File: src/rtl/hex_disp_pkg.sv
// Shared definitions for the six-digit hex display controller: controller
// states, digit count, index width and the all-segments-off pattern.
package hex_disp_pkg;

    // Controller is either waiting for a word or walking the six digits.
    typedef enum logic {
        IDLE = 1'b0,
        SCAN = 1'b1
    } state_t;

    localparam int NUM_DIGITS = 6;
    localparam int IDX_W      = 3;
    localparam int NIB_W      = 4;
    localparam int SEG_W      = 7;
    localparam int DATA_W     = NUM_DIGITS * NIB_W;

    // Segments are active-low, so all ones turns every segment off.
    localparam logic [SEG_W-1:0] SEG_BLANK = 7'h7F;

    // Index of the final digit; writing this slot ends a scan.
    localparam logic [IDX_W-1:0] LAST_IDX = IDX_W'(NUM_DIGITS - 1);

endpackage

File: src/rtl/hex_disp_seg7.sv
// Hex nibble to active-low seven-segment decoder (bit order gfedcba).
// Nibble F decodes to blank; there is no separate F glyph.
module hex_disp_seg7
    import hex_disp_pkg::*;
(
    input  logic [NIB_W-1:0] nibble,
    output logic [SEG_W-1:0] seg
);

    // Purely combinational glyph lookup.
    always_comb begin
        // NOTE: every output of a combinational block gets a default before
        // any branch, so no path leaves it unassigned and no latch is inferred.
        seg = SEG_BLANK;
        case (nibble)
            4'h0: seg = 7'h40;
            4'h1: seg = 7'h79;
            4'h2: seg = 7'h24;
            4'h3: seg = 7'h30;
            4'h4: seg = 7'h19;
            4'h5: seg = 7'h12;
            4'h6: seg = 7'h02;
            4'h7: seg = 7'h78;
            4'h8: seg = 7'h00;
            4'h9: seg = 7'h10;
            4'hA: seg = 7'h08;
            4'hB: seg = 7'h03;
            4'hC: seg = 7'h46;
            4'hD: seg = 7'h21;
            4'hE: seg = 7'h06;
            default: seg = SEG_BLANK;
        endcase
    end

endmodule

File: src/rtl/hex_disp_ctrl.sv
// Six-digit hex display controller. A word is accepted over a valid/ready
// handshake, then one shared decoder fills the segment store one digit per
// clock. Optional leading-zero suppression and a free-running blink apply.
module hex_disp_ctrl
    import hex_disp_pkg::*;
#(
    parameter int BLINK_DIV = 25_000_000
) (
    input  logic              clk,
    input  logic              reset,
    input  logic              in_valid,
    output logic              in_ready,
    input  logic [DATA_W-1:0] in_data,
    input  logic              in_lzs,
    input  logic              in_blink,
    output logic              busy,
    output logic [SEG_W-1:0]  HEX0,
    output logic [SEG_W-1:0]  HEX1,
    output logic [SEG_W-1:0]  HEX2,
    output logic [SEG_W-1:0]  HEX3,
    output logic [SEG_W-1:0]  HEX4,
    output logic [SEG_W-1:0]  HEX5
);

    localparam int CNT_W = (BLINK_DIV > 2) ? $clog2(BLINK_DIV) : 1;
    localparam logic [CNT_W-1:0] CNT_MAX = CNT_W'(BLINK_DIV - 1);

    state_t            state;
    state_t            state_nxt;
    logic              accept;
    logic [IDX_W-1:0]  idx;
    logic [DATA_W-1:0] data_q;
    logic              lzs_q;
    logic              blink_q;
    logic [NIB_W-1:0]  cur_nib;
    logic [SEG_W-1:0]  dec_seg;
    logic [NUM_DIGITS-1:0] upper_zero;
    logic              suppress;
    logic [SEG_W-1:0]  slot [NUM_DIGITS];
    logic [SEG_W-1:0]  disp [NUM_DIGITS];
    logic [CNT_W-1:0]  blink_cnt;
    logic              phase_on;
    logic              blank_now;

    // State register; reset abandons any scan in progress.
    always_ff @(posedge clk or posedge reset) begin
        if (reset) begin
            state <= IDLE;
        end else begin
            state <= state_nxt;
        end
    end

    // Next-state and handshake decode: ready only in IDLE, busy only in SCAN.
    always_comb begin
        state_nxt = state;
        in_ready  = 1'b0;
        busy      = 1'b0;
        accept    = 1'b0;
        case (state)
            IDLE: begin
                in_ready = 1'b1;
                if (in_valid) begin
                    accept    = 1'b1;
                    state_nxt = SCAN;
                end
            end
            SCAN: begin
                busy = 1'b1;
                if (idx == LAST_IDX) begin
                    state_nxt = IDLE;
                end
            end
            default: state_nxt = IDLE;
        endcase
    end

    // Digit index: restarts at 0 on acceptance, advances once per scan cycle.
    always_ff @(posedge clk or posedge reset) begin
        if (reset) begin
            idx <= '0;
        end else if (accept) begin
            idx <= '0;
        end else if (state == SCAN) begin
            // NOTE: sequential state always uses non-blocking assignment so
            // every register samples its inputs from before the edge.
            idx <= (idx == LAST_IDX) ? '0 : idx + IDX_W'(1);
        end
    end

    // Word latch: data and per-word options captured on the acceptance edge.
    always_ff @(posedge clk or posedge reset) begin
        if (reset) begin
            data_q  <= '0;
            lzs_q   <= 1'b0;
            blink_q <= 1'b0;
        end else if (accept) begin
            data_q  <= in_data;
            lzs_q   <= in_lzs;
            blink_q <= in_blink;
        end
    end

    // Select the nibble for the digit currently being written.
    assign cur_nib = data_q[{idx, 2'b00} +: NIB_W];

    // Single decoder shared by all six digits.
    hex_disp_seg7 u_seg7 (
        .nibble (cur_nib),
        .seg    (dec_seg)
    );

    // upper_zero[i] is set when nibble i and every nibble above it are zero.
    always_comb begin
        logic run_zero;
        run_zero   = 1'b1;
        upper_zero = '0;
        for (int i = NUM_DIGITS - 1; i >= 0; i--) begin
            run_zero      = run_zero & (data_q[i*NIB_W +: NIB_W] == '0);
            upper_zero[i] = run_zero;
        end
    end

    // Digit 0 always shows, so a zero word still reads as "0".
    assign suppress = lzs_q && (idx != '0) && upper_zero[idx];

    // Segment store: one slot rewritten per scan cycle, others keep old word.
    always_ff @(posedge clk or posedge reset) begin
        if (reset) begin
            // NOTE: this small store is reset because its contents drive the
            // display directly; a large RAM would normally be left unreset.
            for (int i = 0; i < NUM_DIGITS; i++) begin
                slot[i] <= SEG_BLANK;
            end
        end else if (state == SCAN) begin
            slot[idx] <= suppress ? SEG_BLANK : dec_seg;
        end
    end

    // Free-running blink timer; acceptance never restarts it.
    always_ff @(posedge clk or posedge reset) begin
        if (reset) begin
            blink_cnt <= '0;
            phase_on  <= 1'b1;
        end else if (blink_cnt == CNT_MAX) begin
            blink_cnt <= '0;
            phase_on  <= ~phase_on;
        end else begin
            blink_cnt <= blink_cnt + CNT_W'(1);
        end
    end

    assign blank_now = blink_q && !phase_on;

    // Output stage: blank everything during the blink OFF phase.
    always_comb begin
        for (int i = 0; i < NUM_DIGITS; i++) begin
            disp[i] = blank_now ? SEG_BLANK : slot[i];
        end
    end

    assign HEX0 = disp[0];
    assign HEX1 = disp[1];
    assign HEX2 = disp[2];
    assign HEX3 = disp[3];
    assign HEX4 = disp[4];
    assign HEX5 = disp[5];

endmodule
File: config.mk
export PLATFORM = sky130hd
export DESIGN_NAME = hex_disp_ctrl
export DESIGN_NICKNAME = d
export VERILOG_FILES = /design/src/rtl/hex_disp_pkg.sv /design/src/rtl/hex_disp_seg7.sv /design/src/rtl/hex_disp_ctrl.sv
export SDC_FILE = /design/constraint.sdc
export NUM_CORES = 1
export LEC_CHECK = 0
export ABC_AREA = 1
export BUFFER_PORTS_ARGS = -buffer_cell sky130_fd_sc_hd__buf_2
export CAP_MARGIN = 20
export CORE_ASPECT_RATIO = 1.1
export CORE_MARGIN = 1.5
export CORE_UTILIZATION = 58
export CTS_BUF_LIST = sky130_fd_sc_hd__clkbuf_16
export DETAILED_ROUTE_END_ITERATION = 16
export PLACE_DENSITY_LB_ADDON = 0.08
export SKIP_LAST_GASP = 1
export SYNTH_ARGS = -nofsm -noshare
export SYNTH_HDL_FRONTEND = slang
export SYNTH_SLANG_ARGS = --single-unit
File: constraint.sdc
create_clock -name clk -period 3.9 [get_ports clk]
set_clock_uncertainty 0.2 [all_clocks]
set_input_delay 0.39 -clock clk [delete_from_list [all_inputs] [get_ports clk]]
set_output_delay 0.39 -clock clk [all_outputs]
set_load 0.01 [all_outputs]
==> flow_summary.ini <==
[pwr]
p_comb_frac = 0.495
pwr-share-seq = 0.328
leakagePower_nw = 3.212
ir_drop_mv = 0.4525
internal_power_mw = 2.764
netSwitchingFraction = 0.4537
powerDensity_nw_per_um2 = 841.4
power_mw = 5.059
p_clk_frac = 0.177
p_sw_mw = 2.295

[routing]
vias = 4436
drtPass1Iterations = 5
wl_per_cell_um = 12.72
via_per_inst = 4.984
routed_wl_um = 11320
drt_iter0_drc = 190
drc = 0
ant_nets = 0

[layout]
finish.net_count = 807
antenna_cells = 0
area_delta_synth_final_pct = 14.57
multiInputGateArea_um2 = 2241
post-route-util = 0.6811
regArea_um2 = 2506
drive_gt1_frac = 0.2139
fillers = 762
final_cell_area_um2 = 6013
final-instance-count-excl-fill = 890

[die]
chipHeight_um = 102.8
dieArea_um2 = 9630
rows = 36
ios = 73
start_util = 0.5945
die_x_um = 93.70
core_area_um2 = 8828

[run_status]
status = completed

[place]
dp_hpwl_um = 8375
dp_slack_ns = 1.369
gp_congestion = 0.9136
numPortBuffers = 72
dp.cells = 873
placed_area_um2 = 5699

[logic_synthesis]
ys_top_cells_by_count = nand2_1 (245), inv_1 (107), nor2_1 (81)
synthesis.nets = 734
ys_warn_count = 0
synthTopCellsByArea = dfrtp_1 (26%), dfstp_2 (22%), nand2_1 (18%)
avgSynthCellArea_um2 = 7.520
synthAdderAreaFrac = 0.01669
synth-xor-area-share = 0.03170
syn_inst = 698
synth-edff-count = 0
yosysTopAreaCellShare = 0.2622
yosys.area_share.simple = 0.3342
synth_seq_cells = 98
yosysMostFrequentCell = nand2_1
synth_top_area_cell = dfrtp_1
seq_area_frac_synth = 0.4775
synth_area_um2 = 5249
dominantRegCellSynth = dfrtp_1
synth_top_family_by_area = simple AND/OR/NAND/NOR gates
async_flop_share = 1.000
synth_compound_area_frac = 0.03361
yosysUniqueCellTypes = 30
synthMuxAreaShare = 0.01073

[critical_path]
worstPathArrival_ns = 2.65
crit_family = simple AND/OR/NAND/NOR gates
reg2reg_to = slot[38]
critical_path.endpoint_type = flop
critical_path.startpoint_type = flop
crit_path_max_fanout = 16
ff2ff_setup_slack_ns = 1.35
crit_top_cell = nand2_1
cp_cell_sequence = clkinv_2 > nand2_1 > nand3_1 > nand2_1 > nor2_1 > ha_1 > inv_1 > nand2_1 > nand3_1 > nand2_1 > nand2_2 > nand2_1 > nand2_1
critPathKind = reg2reg
crit_required_ns = 4.00
critical_path_buf_inv_count = 2
reg2reg_from = idx[0]
cp_slowest_cell = dfrtp_1
reg2regPathDepth = 13
critPathMaxStageDelay_ns = 0.55

[clocking]
cts_root_buffer = clkbuf_16
insertion_delay_ns = 0.35
cts_tree = done
cts_buffer_depth = 2
post_cts_resized = 0
htree_levels = 3
clkSlewWorstSetupHoldPaths_ns = 0.07
numCtsBuffers = 9
cts_sinks = 98

[worst_hold_path]
hold_path_end = data_q[3]
hold_class = in2reg
hold_depth = 2
hold_start = in_data[3]

[global_route]
antenna_found_initial = 0
grt_max_degree = 44
grt-ovfl-total = 0
grtUsageTotal = 0.2565
grt_pass1_vias = 4191
grt_pass1_wl_um = 19260

[timing]
finalSetupViolCount = 0
worst_slew_pin_slew_ns = 0.7158
relSlewSlack = 0.5223
hold_violations = 0
timing.final.ws_setup_ns = 1.346
fmax_mhz = 391.5
hold_ws_ns = 0.07032
final.setup.tns_ns = 0
grt_setup_unrepaired = false
fin_crit_sh = 0.6550
drv_slew = 0
final.min_clock_period_ns = 2.554

[run]
maxCapViolCount = 0
-- flip-flops by register name, summed over array words and instances (netlist names) --
name / flops
blink_q: 1
phase_on: 1
state: 1
blink_cnt: 25
slot: 42
data_q: 24
lzs_q: 1
idx: 3
-- worst register-to-register path: cells and delay by family, from the launching register on --
family | cells | cell delay, ns
simple gates | 10 | 1.10
fa+ha+maj | 1 | 0.34
buf+inv | 2 | 0.32
flops | 1 | 0.55
-- power groups by stage --
stage / combinational (mW) / clock [mW] / sequential [mW]
floorplan: 1.83 / 0 / 1.61
global placement: 2.44 / 0 / 1.66
detailed placement: 2.50 / 0 / 1.68
CTS: 2.51 / 0.911 / 1.66
global route: 2.84 / 0.949 / 1.70
finish: 2.50 / 0.897 / 1.66
-- layout make-up --
class,count,area share
repair buffers,77,0.06658
flip-flops and latches,98,0.4168
clock buffers,10,0.04161
inverters,111,0.06970
multi-input cells,474,0.3727
well taps,114,0.02372
clock inverters,6,0.008947
-- cells in the final DEF, fill, tap and decap left out, types with 3 or more instances in the layout --
cell type,n
nand2_2,3
xnor2_1,3
clkinv_2,3
a21oi_1,24
dfstp_2,43
nor2_1,81
xor2_1,16
nand4_1,16
nand2_1,245
ha_1,7
buf_2,72
inv_1,106
dfrtp_1,55
o211ai_1,3
o21ai_0,4
clkbuf_16,10
nand3_1,30
inv_2,3
buf_4,4
nand3_2,10
mux2_2,5
nor2_2,4
nor3_1,15
-- cell families (layout without fill, tap and decap cells) --
| logic type | count (synthesis) | in the layout |
|---|---|---|
| fa+ha+maj | 7 | 7 |
| buf+inv | 126 | 204 |
| simple gates | 410 | 410 |
| mux | 5 | 5 |
| flops | 98 | 98 |
| xor+xnor | 19 | 19 |
| compound gates | 33 | 33 |
-- worst max path at each step --
stage	start	depth (start not counted)	endpoint	slack, ns
6_report	idx[0]	13	slot[38]	1.35
3_5_place_dp	idx[0]	11	slot[41]	1.37
3_3_place_gp	idx[0]	11	slot[13]	1.42
5_1_grt	idx[0]	12	slot[31]	1.06
4_1_cts	idx[0]	11	slot[41]	1.36
2_1_floorplan	reset	1	blink_cnt[0]	0.82
-- layer usage --
layer  vias to the layer above  part of all wire  track usage
met4                         0             0.016      0.09759
met5                         -                 0            0
met2                       122              0.46       0.4086
li1                       2279                 -            -
met1                      2021              0.48       0.3539
met3                        14             0.046      0.04499
-- timing repair --
item	CTS	global route
hold endpoints to repair	12	0
setup buffers	0	0
hold buffers	1	0
Note: power is estimated with default switching activity, not from simulation.
